[src/rtl/sync_fifo_flags_if.sv]
`default_nettype none
// +------------------------------------------------------------------+
// | sync_fifo_flags_if : producer/consumer bundle for sync_fifo_flags |
// | Rev 1.0                                                          |
// +------------------------------------------------------------------+
interface sync_fifo_flags_if #(
  parameter int WIDTH      = 8,
  parameter int DEPTH_SIZE = 4
);
  logic                  wr_en;
  logic                  rd_en;
  logic [WIDTH-1:0]      fifo_in;
  logic                  err_clr;
  logic [WIDTH-1:0]      fifo_out;
  logic                  fifo_full;
  logic                  fifo_empty;
  logic                  fifo_almost_full;
  logic                  fifo_almost_empty;
  logic                  fifo_overflow;
  logic                  fifo_underflow;
  logic [DEPTH_SIZE:0]   fifo_counter;

  modport master (
    output wr_en, rd_en, fifo_in, err_clr,
    input  fifo_out, fifo_full, fifo_empty, fifo_almost_full,
           fifo_almost_empty, fifo_overflow, fifo_underflow, fifo_counter
  );

  modport slave (
    input  wr_en, rd_en, fifo_in, err_clr,
    output fifo_out, fifo_full, fifo_empty, fifo_almost_full,
           fifo_almost_empty, fifo_overflow, fifo_underflow, fifo_counter
  );
endinterface
`default_nettype wire

[src/rtl/sync_fifo_flags.sv]
`default_nettype none
// +------------------------------------------------------------------+
// | sync_fifo_flags : single-clock FIFO, FWFT option, sticky errors   |
// | Rev 1.0                                                          |
// +------------------------------------------------------------------+
module sync_fifo_flags #(
  parameter int WIDTH      = 8,
  parameter int DEPTH_SIZE = 4,
  parameter int FWFT       = 0,
  parameter int AF_THRESH  = 12,
  parameter int AE_THRESH  = 2
) (
  input  wire logic          Clk,
  input  wire logic          Rst,
  sync_fifo_flags_if.slave   bus
);
  localparam int                DEPTH = 1 << DEPTH_SIZE;
  localparam logic [DEPTH_SIZE:0] c_DEPTH = (DEPTH_SIZE+1)'(DEPTH);
  localparam logic [DEPTH_SIZE:0] c_AF    = (DEPTH_SIZE+1)'(AF_THRESH);
  localparam logic [DEPTH_SIZE:0] c_AE    = (DEPTH_SIZE+1)'(AE_THRESH);

  logic [WIDTH-1:0]      r_mem [DEPTH];
  logic [DEPTH_SIZE-1:0] r_wr_ptr;
  logic [DEPTH_SIZE-1:0] r_rd_ptr;
  logic [DEPTH_SIZE:0]   r_count;
  logic                  r_overflow;
  logic                  r_underflow;

  logic w_full;
  logic w_empty;
  logic w_rd_acc;
  logic w_wr_acc;

  assign w_full   = (r_count == c_DEPTH);
  assign w_empty  = (r_count == '0);
  assign w_rd_acc = bus.rd_en && !w_empty;
  // A full FIFO still takes a write when a read frees a slot on the same edge.
  assign w_wr_acc = bus.wr_en && (!w_full || w_rd_acc);

  always_ff @(posedge Clk) begin
    if (!Rst && w_wr_acc) begin
      r_mem[r_wr_ptr] <= bus.fifo_in;
    end
  end

  always_ff @(posedge Clk) begin
    if (Rst) begin
      r_wr_ptr    <= '0;
      r_rd_ptr    <= '0;
      r_count     <= '0;
      r_overflow  <= 1'b0;
      r_underflow <= 1'b0;
    end else begin
      if (w_wr_acc) r_wr_ptr <= r_wr_ptr + 1'b1;
      if (w_rd_acc) r_rd_ptr <= r_rd_ptr + 1'b1;
      if (w_wr_acc && !w_rd_acc) begin
        r_count <= r_count + 1'b1;
      end else if (w_rd_acc && !w_wr_acc) begin
        r_count <= r_count - 1'b1;
      end
      // New errors take priority over a coincident clear.
      if (bus.wr_en && !w_wr_acc) begin
        r_overflow <= 1'b1;
      end else if (bus.err_clr) begin
        r_overflow <= 1'b0;
      end
      if (bus.rd_en && !w_rd_acc) begin
        r_underflow <= 1'b1;
      end else if (bus.err_clr) begin
        r_underflow <= 1'b0;
      end
    end
  end

  generate
    if (FWFT != 0) begin : g_fwft
      // Head word is shown directly; forced to zero while nothing is stored.
      assign bus.fifo_out = w_empty ? '0 : r_mem[r_rd_ptr];
    end else begin : g_regout
      logic [WIDTH-1:0] r_dout;
      always_ff @(posedge Clk) begin
        if (Rst) begin
          r_dout <= '0;
        end else if (w_rd_acc) begin
          r_dout <= r_mem[r_rd_ptr];
        end
      end
      assign bus.fifo_out = r_dout;
    end
  endgenerate

  assign bus.fifo_full         = w_full;
  assign bus.fifo_empty        = w_empty;
  assign bus.fifo_almost_full  = (r_count >= c_AF);
  assign bus.fifo_almost_empty = (r_count <= c_AE);
  assign bus.fifo_overflow     = r_overflow;
  assign bus.fifo_underflow    = r_underflow;
  assign bus.fifo_counter      = r_count;
endmodule
`default_nettype wire
[src/flat_wrapper.sv]
// flat-port wrapper written by rule: the top's interface ports become plain ports
module sync_fifo_flags_flat 
#(
  parameter int WIDTH      = 8,
  parameter int DEPTH_SIZE = 4,
  parameter int FWFT       = 0,
  parameter int AF_THRESH  = 12,
  parameter int AE_THRESH  = 2
)
  (Clk, Rst, bus_wr_en, bus_rd_en, bus_fifo_in, bus_err_clr, bus_fifo_out, bus_fifo_full, bus_fifo_empty, bus_fifo_almost_full, bus_fifo_almost_empty, bus_fifo_overflow, bus_fifo_underflow, bus_fifo_counter);
  sync_fifo_flags_if #(.WIDTH(WIDTH), .DEPTH_SIZE(DEPTH_SIZE)) bus_i ();
  input  wire logic Clk;
  input  wire logic Rst;
  input wire logic [$bits(bus_i.wr_en)-1:0] bus_wr_en;
  input wire logic [$bits(bus_i.rd_en)-1:0] bus_rd_en;
  input wire logic [$bits(bus_i.fifo_in)-1:0] bus_fifo_in;
  input wire logic [$bits(bus_i.err_clr)-1:0] bus_err_clr;
  output wire logic [$bits(bus_i.fifo_out)-1:0] bus_fifo_out;
  output wire logic [$bits(bus_i.fifo_full)-1:0] bus_fifo_full;
  output wire logic [$bits(bus_i.fifo_empty)-1:0] bus_fifo_empty;
  output wire logic [$bits(bus_i.fifo_almost_full)-1:0] bus_fifo_almost_full;
  output wire logic [$bits(bus_i.fifo_almost_empty)-1:0] bus_fifo_almost_empty;
  output wire logic [$bits(bus_i.fifo_overflow)-1:0] bus_fifo_overflow;
  output wire logic [$bits(bus_i.fifo_underflow)-1:0] bus_fifo_underflow;
  output wire logic [$bits(bus_i.fifo_counter)-1:0] bus_fifo_counter;
  assign bus_i.wr_en = bus_wr_en;
  assign bus_i.rd_en = bus_rd_en;
  assign bus_i.fifo_in = bus_fifo_in;
  assign bus_i.err_clr = bus_err_clr;
  assign bus_fifo_out = bus_i.fifo_out;
  assign bus_fifo_full = bus_i.fifo_full;
  assign bus_fifo_empty = bus_i.fifo_empty;
  assign bus_fifo_almost_full = bus_i.fifo_almost_full;
  assign bus_fifo_almost_empty = bus_i.fifo_almost_empty;
  assign bus_fifo_overflow = bus_i.fifo_overflow;
  assign bus_fifo_underflow = bus_i.fifo_underflow;
  assign bus_fifo_counter = bus_i.fifo_counter;
  sync_fifo_flags #(.WIDTH(WIDTH), .DEPTH_SIZE(DEPTH_SIZE), .FWFT(FWFT), .AF_THRESH(AF_THRESH), .AE_THRESH(AE_THRESH)) u_core (.Clk(Clk), .Rst(Rst), .bus(bus_i));
endmodule
[config.mk]
export PLATFORM = sky130hd
export DESIGN_NAME = sync_fifo_flags_flat
export DESIGN_NICKNAME = d
export VERILOG_FILES = /design/src/rtl/sync_fifo_flags_if.sv /design/src/rtl/sync_fifo_flags.sv /design/src/flat_wrapper.sv
export SDC_FILE = /design/constraint.sdc
export NUM_CORES = 1
export LEC_CHECK = 0
export ABC_AREA = 1
export CORE_MARGIN = 3
export CORE_UTILIZATION = 55
export DETAILED_ROUTE_END_ITERATION = 10
export DONT_BUFFER_PORTS = 1
export PLACE_DENSITY = 0.79
export SYNTH_ARGS = -nofsm -noshare
export SYNTH_HDL_FRONTEND = slang
export SYNTH_SLANG_ARGS = --single-unit
[constraint.sdc]
create_clock -name Clk -period 2.1 [get_ports Clk]
set_clock_uncertainty 0.05 [all_clocks]
set_input_delay 0.315 -clock Clk [delete_from_list [all_inputs] [get_ports Clk]]
set_output_delay 0.315 -clock Clk [all_outputs]
set_load 0.02 [all_outputs]
==> impl_metrics.py, run 1 <==
metrics = {
    "status": {
        "status": "complete, no violations",
    },
    "timing": {
        "timing.final.crit_share": 0.9890,
        "hold_ws_ns": 0.01677,
        "setup_viol": 0,
        "rsz0062_at_grt": "true",
        "min_period_ns": 2.077,
        "timing.fmax_mhz": 481.5,
        "slew_viol_final": 0,
        "tightest_slew_ns": 0.8543,
        "slew_headroom": 0.4286,
        "hold_violations": 0,
    },
    "critical_path": {
        "crit_type": "register to register",
        "cp.arrival_ns": 2.35,
        "crit_path_end_kind": "register",
        "crit_fanout": 3,
        "crit_required_ns": 2.37,
        "crit_path_start_kind": "register",
    },
    "clock_tree": {
        "cts-root-buf": "clkbuf_16",
        "cts_max_level": 4,
        "numCtsBuffers": 17,
        "cts.sinks": 151,
        "cts_tree": "yes",
        "clkTransAtPathRegs_ns": 0.07,
        "cts_setup_buffers": 0,
        "clkLatencyLatePin_ns": 0.42,
        "clockBufferDepth": 2,
    },
    "floorplanning": {
        "core-area_mm2": 0.01166,
        "num_rows": 39,
        "die-area_mm2": 0.01356,
        "die_w_um": 116.4,
        "initial_utilization": 0.5752,
        "die_h_um": 116.4,
        "io_pins": 32,
    },
    "routing": {
        "vias": 4784,
        "ant_nets": 0,
        "first_iter_violations": 553,
        "post-route-drc-count": 0,
        "drt-total-wl_um": 15370,
        "wl_per_cell_um": 18.04,
        "first_pass_iters": 6,
        "viasPerCell": 5.615,
    },
    "synthesis": {
        "ys_seq_area_frac": 0.6417,
        "synth-seq-cells": 151,
        "synth.avg_cell_area_um2": 9.864,
        "syn_inst": 680,
        "synthDistinctLibCells": 28,
        "synth.yosys.warnings": 0,
        "synth_fp_nets": 703,
        "synth_area_mm2": 0.006708,
    },
    "pwr": {
        "power_density_mw_per_mm2": 1184,
        "p_int_w": 0.005879,
        "p_leak_nw": 3.165,
        "switching_share": 0.3441,
        "power_frac_comb": 0.278,
        "p_total_w": 0.008964,
        "power.share.sequential": 0.404,
        "power_frac_clock": 0.317,
        "switchingPower_w": 0.003085,
        "irDropWorstVdd_uv": 842.8,
    },
    "final_layout": {
        "fillers": 829,
        "area_growth_pct": 12.87,
        "nNetsFinal": 719,
        "layout-drive-gt1-share": 0.1058,
        "n_antenna_cell": 0,
        "fin_cells": 852,
    },
    "place": {
        "io_buffers": 0,
        "place_hpwl_um": 9306,
        "dp.cells": 809,
        "routabilityCongestion": 0.8286,
    },
    "global_routing": {
        "overflow": 0,
        "grt_max_degree": 67,
        "grt_pass1_wl_um": 23750,
        "grt_pass1_vias": 4716,
        "grt.total_usage": 0.2382,
        "antenna_found_initial": 2,
    },
    "run": {
        "drv_cap": 0,
    },
    "min_path": {
        "hp-class": "input port to register",
    },
}
==> power groups by stage <==
stage	Sequential, W	Combinational (W)	Clock (W)
after detailed placement	0.00366	0.00221	0
final	0.00362	0.00250	0.00284
after global routing	0.00364	0.00274	0.00299
after global placement	0.00365	0.00213	0
after CTS	0.00361	0.00237	0.00285
after floorplan	0.00371	0.00164	0
==> synthesized netlist by cell type <==
library cell    n  area, µm²
a21oi_1        14      70.07
buf_1           1      3.750
buf_2          12      60.06
buf_4           4      30.03
buf_6           9      101.4
clkbuf_1        4      15.01
clkinv_1        1      3.750
dfxtp_1        23      460.4
edfxtp_1      128       3844
fa_1            1      20.02
ha_1            9      112.6
inv_1          86      322.8
inv_2           6      22.52
inv_4           1      6.260
nand2_1       221      829.6
nand2_4         1      11.26
nand3_1        97      485.5
nand3_2         2      20.02
nand4_1         1      6.260
nor2_1         39      146.4
nor2_2          4      25.02
nor2_4          1      11.26
o21ai_0         5      25.02
o21ai_1         3      15.01
o21ai_2         1      8.760
o21bai_1        1      7.510
xnor2_1         1      8.760
xor2_1          4      35.03
==> layout make-up <==
class / count / area [µm²] / share of cell area
clock buffers: 19 / 432.9 / 0.05718
repair buffers: 27 / 259.0 / 0.03421
well taps: 143 / 178.9 / 0.02363
multi-input cells: 405 / 1906 / 0.2517
inverters: 94 / 357.8 / 0.04726
clock inverters: 13 / 125.1 / 0.01653
flip-flops and latches: 151 / 4312 / 0.5695
==> through the flow <==
stage          setup TNS [ns]  instance area, µm²  setup WS [ns]    util
3_3_place_gp                0                6829        0.03141  0.5856
2_1_floorplan               0                6714       0.004160       -
5_1_grt               -0.2254                7571        -0.1235  0.6492
3_5_place_dp          -0.1227                6829       -0.07953  0.5856
6_report                    0                7571        0.02313  0.6492
4_1_cts                     0                7527       0.006847  0.6454
==> logic make-up after synthesis <==
| logic type | share of synthesized area |
|---|---|
| xor+xnor | 0.006528 |
| fa+ha+maj | 0.01977 |
| buf+inv | 0.08431 |
| compound gates | 0.01884 |
| simple gates | 0.2289 |
| flops | 0.6417 |
==> registers in the layout (all words and copies together) (netlist names) <==
register,flops
u_core.bus.fifo_underflow,1
u_core.bus.fifo_overflow,1
u_core.r_wr_ptr,4
u_core.bus.fifo_counter,5
u_core.r_mem,128
u_core.bus.fifo_out,8
u_core.r_rd_ptr,4
==> final timing paths <==
check	startpoint	endpoint	slack, ns	cells past startpoint
setup / recovery	u_core.bus.fifo_counter[2]	u_core.bus.fifo_counter[3]	0.02	13
hold / removal	Rst	u_core.bus.fifo_out[4]	0.02	3
setup reg to reg	u_core.bus.fifo_counter[2]	u_core.bus.fifo_counter[3]	0.02	13
hold reg to reg	u_core.r_wr_ptr[3]	u_core.r_wr_ptr[3]	0.47	2
==> worst max-delay path: stages (launching register included) <==
cell and delay, ns:
dfxtp_2 0.33, nor2_4 0.19, nand3_4 0.11, nor2_4 0.16, nor2_4 0.05, ha_2 0.20
inv_4 0.09, buf_6 0.11, ha_1 0.22, nand3_1 0.08, nand2_1 0.07, xor2_1 0.15
o21ai_1 0.12, inv_1 0.05
==> what timing repair did <==
action,in CTS,in global routing
endpoints found under the setup margin,2,27
hold endpoints to repair,141,0
gates resized for setup,5,10
hold buffers,11,0
pin swaps,1,5
==> layer usage <==
metal / global-route usage / up-vias / wire [µm]
met2: 0.4088 / 212 / 7843
met4: 0.1075 / 4 / 520
met3: 0.05855 / 58 / 1155
met1: 0.2845 / 2275 / 5832
met5: 0 / - / 22
li1: - / 2235 / -
==> cell usage in the layout, fill, tap and decap left out, types with 5 or more instances in the layout <==
master and count:
nand2_1 221, edfxtp_1 128, nand3_1 97, inv_1 85, nor2_1 36, clkbuf_16 17, dfxtp_1 17, a21oi_1 14
buf_4 13, dlygate4sd3_1 11, inv_2 6, ha_1 6, dfxtp_2 6, o21ai_0 5, clkinv_4 5
(Power assumes the default switching activity.)
==> run 2, diff against run 1 <==
PLACE_DENSITY = 0.81   (was 0.79)
SLEW_MARGIN = 10   (was default)
==> run 2 against run 1 <==
  * The run now ends with negative setup slack left
  * Die area is the same
  * Global-route usage grew 0.38 points
  * Register-to-register slack lost 0.09 ns
  * Non-clock buffer count grew 10
  * Sequential share of layout area shrank 1.1 points
  * Hold slack lost 0.0030 ns
  * Largest cell class unchanged
  * Highest routed layer is now met4
==> impl_metrics.py, run 2 (same netlist as run 1, synthesis figures left out) <==
metrics = {
    "status": {
        "status": "finished with violations",
        "violations": "negative setup slack",
    },
    "global_routing": {
        "grt_max_degree": 46,
        "grt.total_usage": 0.2420,
        "antenna_found_initial": 0,
        "grt_pass1_vias": 4784,
        "grt_pass1_wl_um": 24270,
        "overflow": 0,
    },
    "final_layout": {
        "nNetsFinal": 729,
        "final_common_cell": "nand2_1",
        "fin_cells": 862,
        "largest_register": "u_core.r_mem",
        "n_antenna_cell": 0,
        "layout_common_cells": "nand2_1 (220), edfxtp_1 (128), nand3_1 (96)",
        "area_growth_pct": 15.18,
        "largest_reg_flops": 128,
        "layout-drive-gt1-share": 0.1154,
    },
    "timing": {
        "hold_ws_ns": 0.01381,
        "timing.fmax_mhz": 462.1,
        "hold_violations": 0,
        "fin_ws_ns": -0.06409,
        "min_period_ns": 2.164,
        "setup_viol": 2,
        "rsz0062_at_grt": "true",
        "tightest_slew_ns": 0.8583,
        "timing.final.crit_share": 1.031,
        "slew_viol_final": 0,
        "slew_headroom": 0.4257,
    },
    "floorplanning": {
        "num_rows": 39,
        "io_pins": 32,
        "initial_utilization": 0.5752,
        "die_w_um": 116.4,
        "die_h_um": 116.4,
        "die-area_mm2": 0.01356,
        "core-area_mm2": 0.01166,
    },
    "routing": {
        "routed-wl-met2_um": 7906,
        "wirelength_met1_um": 6230,
        "wl_met3_um": 1253,
        "first_pass_iters": 5,
        "post-route-drc-count": 0,
        "first_iter_violations": 565,
        "wl_per_cell_um": 18.42,
        "ant_nets": 0,
        "vias": 4888,
        "maxUsedRoutingLayer": "met4",
        "viasPerCell": 5.671,
        "drt-total-wl_um": 15880,
    },
    "pwr": {
        "p_total_w": 0.009492,
        "irDropWorstVdd_uv": 742.2,
        "p_leak_nw": 3.251,
        "power_density_mw_per_mm2": 1229,
    },
    "critical_path": {
        "crit_type": "register to register",
        "crit_fanout": 3,
        "crit_path_end_kind": "register",
        "crit_path_start_kind": "register",
        "crit_required_ns": 2.38,
        "cp.arrival_ns": 2.45,
    },
    "clock_tree": {
        "cts.sinks": 151,
        "clockBufferDepth": 2,
        "numCtsBuffers": 17,
        "cts_tree": "yes",
        "clkLatencyLatePin_ns": 0.43,
        "cts_max_level": 4,
        "clkTransAtPathRegs_ns": 0.06,
        "cts-root-buf": "clkbuf_16",
    },
    "min_path": {
        "hp-class": "input port to register",
    },
    "place": {
        "pre_cts_ws_ns": -0.08795,
        "routabilityCongestion": 0.8638,
        "io_buffers": 0,
        "place_hpwl_um": 9500,
        "dp.cells": 814,
    },
    "run": {
        "drv_cap": 0,
    },
}
[run 2: cell types whose count changed in the layout (fill, tap and decap cells not counted), sizes merged, moves of 2 or more]
cell,previous run,this run
clkinvlp,3,1
inv,95,93
bufinv,1,5
buf,16,25
[run 2: stage by stage]
stage / setup TNS (ns) / utilization / area, µm²
2_1_floorplan: 0 / - / 6714
3_3_place_gp: 0 / 0.5888 / 6867
3_5_place_dp: -0.1293 / 0.5888 / 6867
4_1_cts: 0 / 0.6542 / 7630
5_1_grt: -1.221 / 0.6625 / 7726
6_report: -0.1037 / 0.6625 / 7726
[run 2: report_power, final]
group	switching (W)	internal [W]
combinational	0.00170	0.000921
clock	0.00114	0.00208
sequential	0.000235	0.00341
total	0.00307	0.00642
[run 2: area by class of cell]
type / instances / area, µm²
Sequential cell: 151 / 4312
Fill cell: 830 / 3936
Multi-Input combinational cell: 405 / 1923
Clock buffer: 20 / 436.7
Inverter: 94 / 357.8
Timing Repair Buffer: 37 / 336.6
Clock inverter: 12 / 181.4
Tap cell: 143 / 178.9
[run 2: worst max-delay path, cell delays in order, from the launching register on]
cell	delay, ns
dfxtp_2	0.34
nor2_4	0.18
nand3_2	0.13
nor2_4	0.16
nor2_4	0.05
ha_4	0.16
inv_4	0.07
buf_4	0.13
ha_1	0.25
inv_1	0.08
nor2_2	0.05
nor2_1	0.10
nand2_1	0.06
nand2_1	0.06
nand2_1	0.04
a21oi_1	0.15
[run 2: final timing paths]
kind / from / endpoint / slack (ns) / depth (start not counted)
max: u_core.bus.fifo_counter[3] / u_core.bus.fifo_counter[4] / -0.06 / 15
min: bus_err_clr / u_core.bus.fifo_overflow / 0.01 / 3
max reg2reg: u_core.bus.fifo_counter[3] / u_core.bus.fifo_counter[4] / -0.06 / 15
min reg2reg: u_core.r_wr_ptr[3] / u_core.r_wr_ptr[3] / 0.46 / 2
[run 2: metal layers]
metal  track usage  vias up
met4        0.1060        0
met1        0.3050     2328
li1              -     2252
met5             0        -
met3       0.06269       53
met2        0.3970      255
[run 2: what timing repair did]
item | in CTS | in global routing
pin swaps | 0 | 7
resized for setup | 5 | 14
buffers inserted | 0 | 4
endpoints found under the hold margin | 142 | 0
cloned | 0 | 0
hold buffers | 12 | 0
endpoints found under the setup margin | 2 | 10
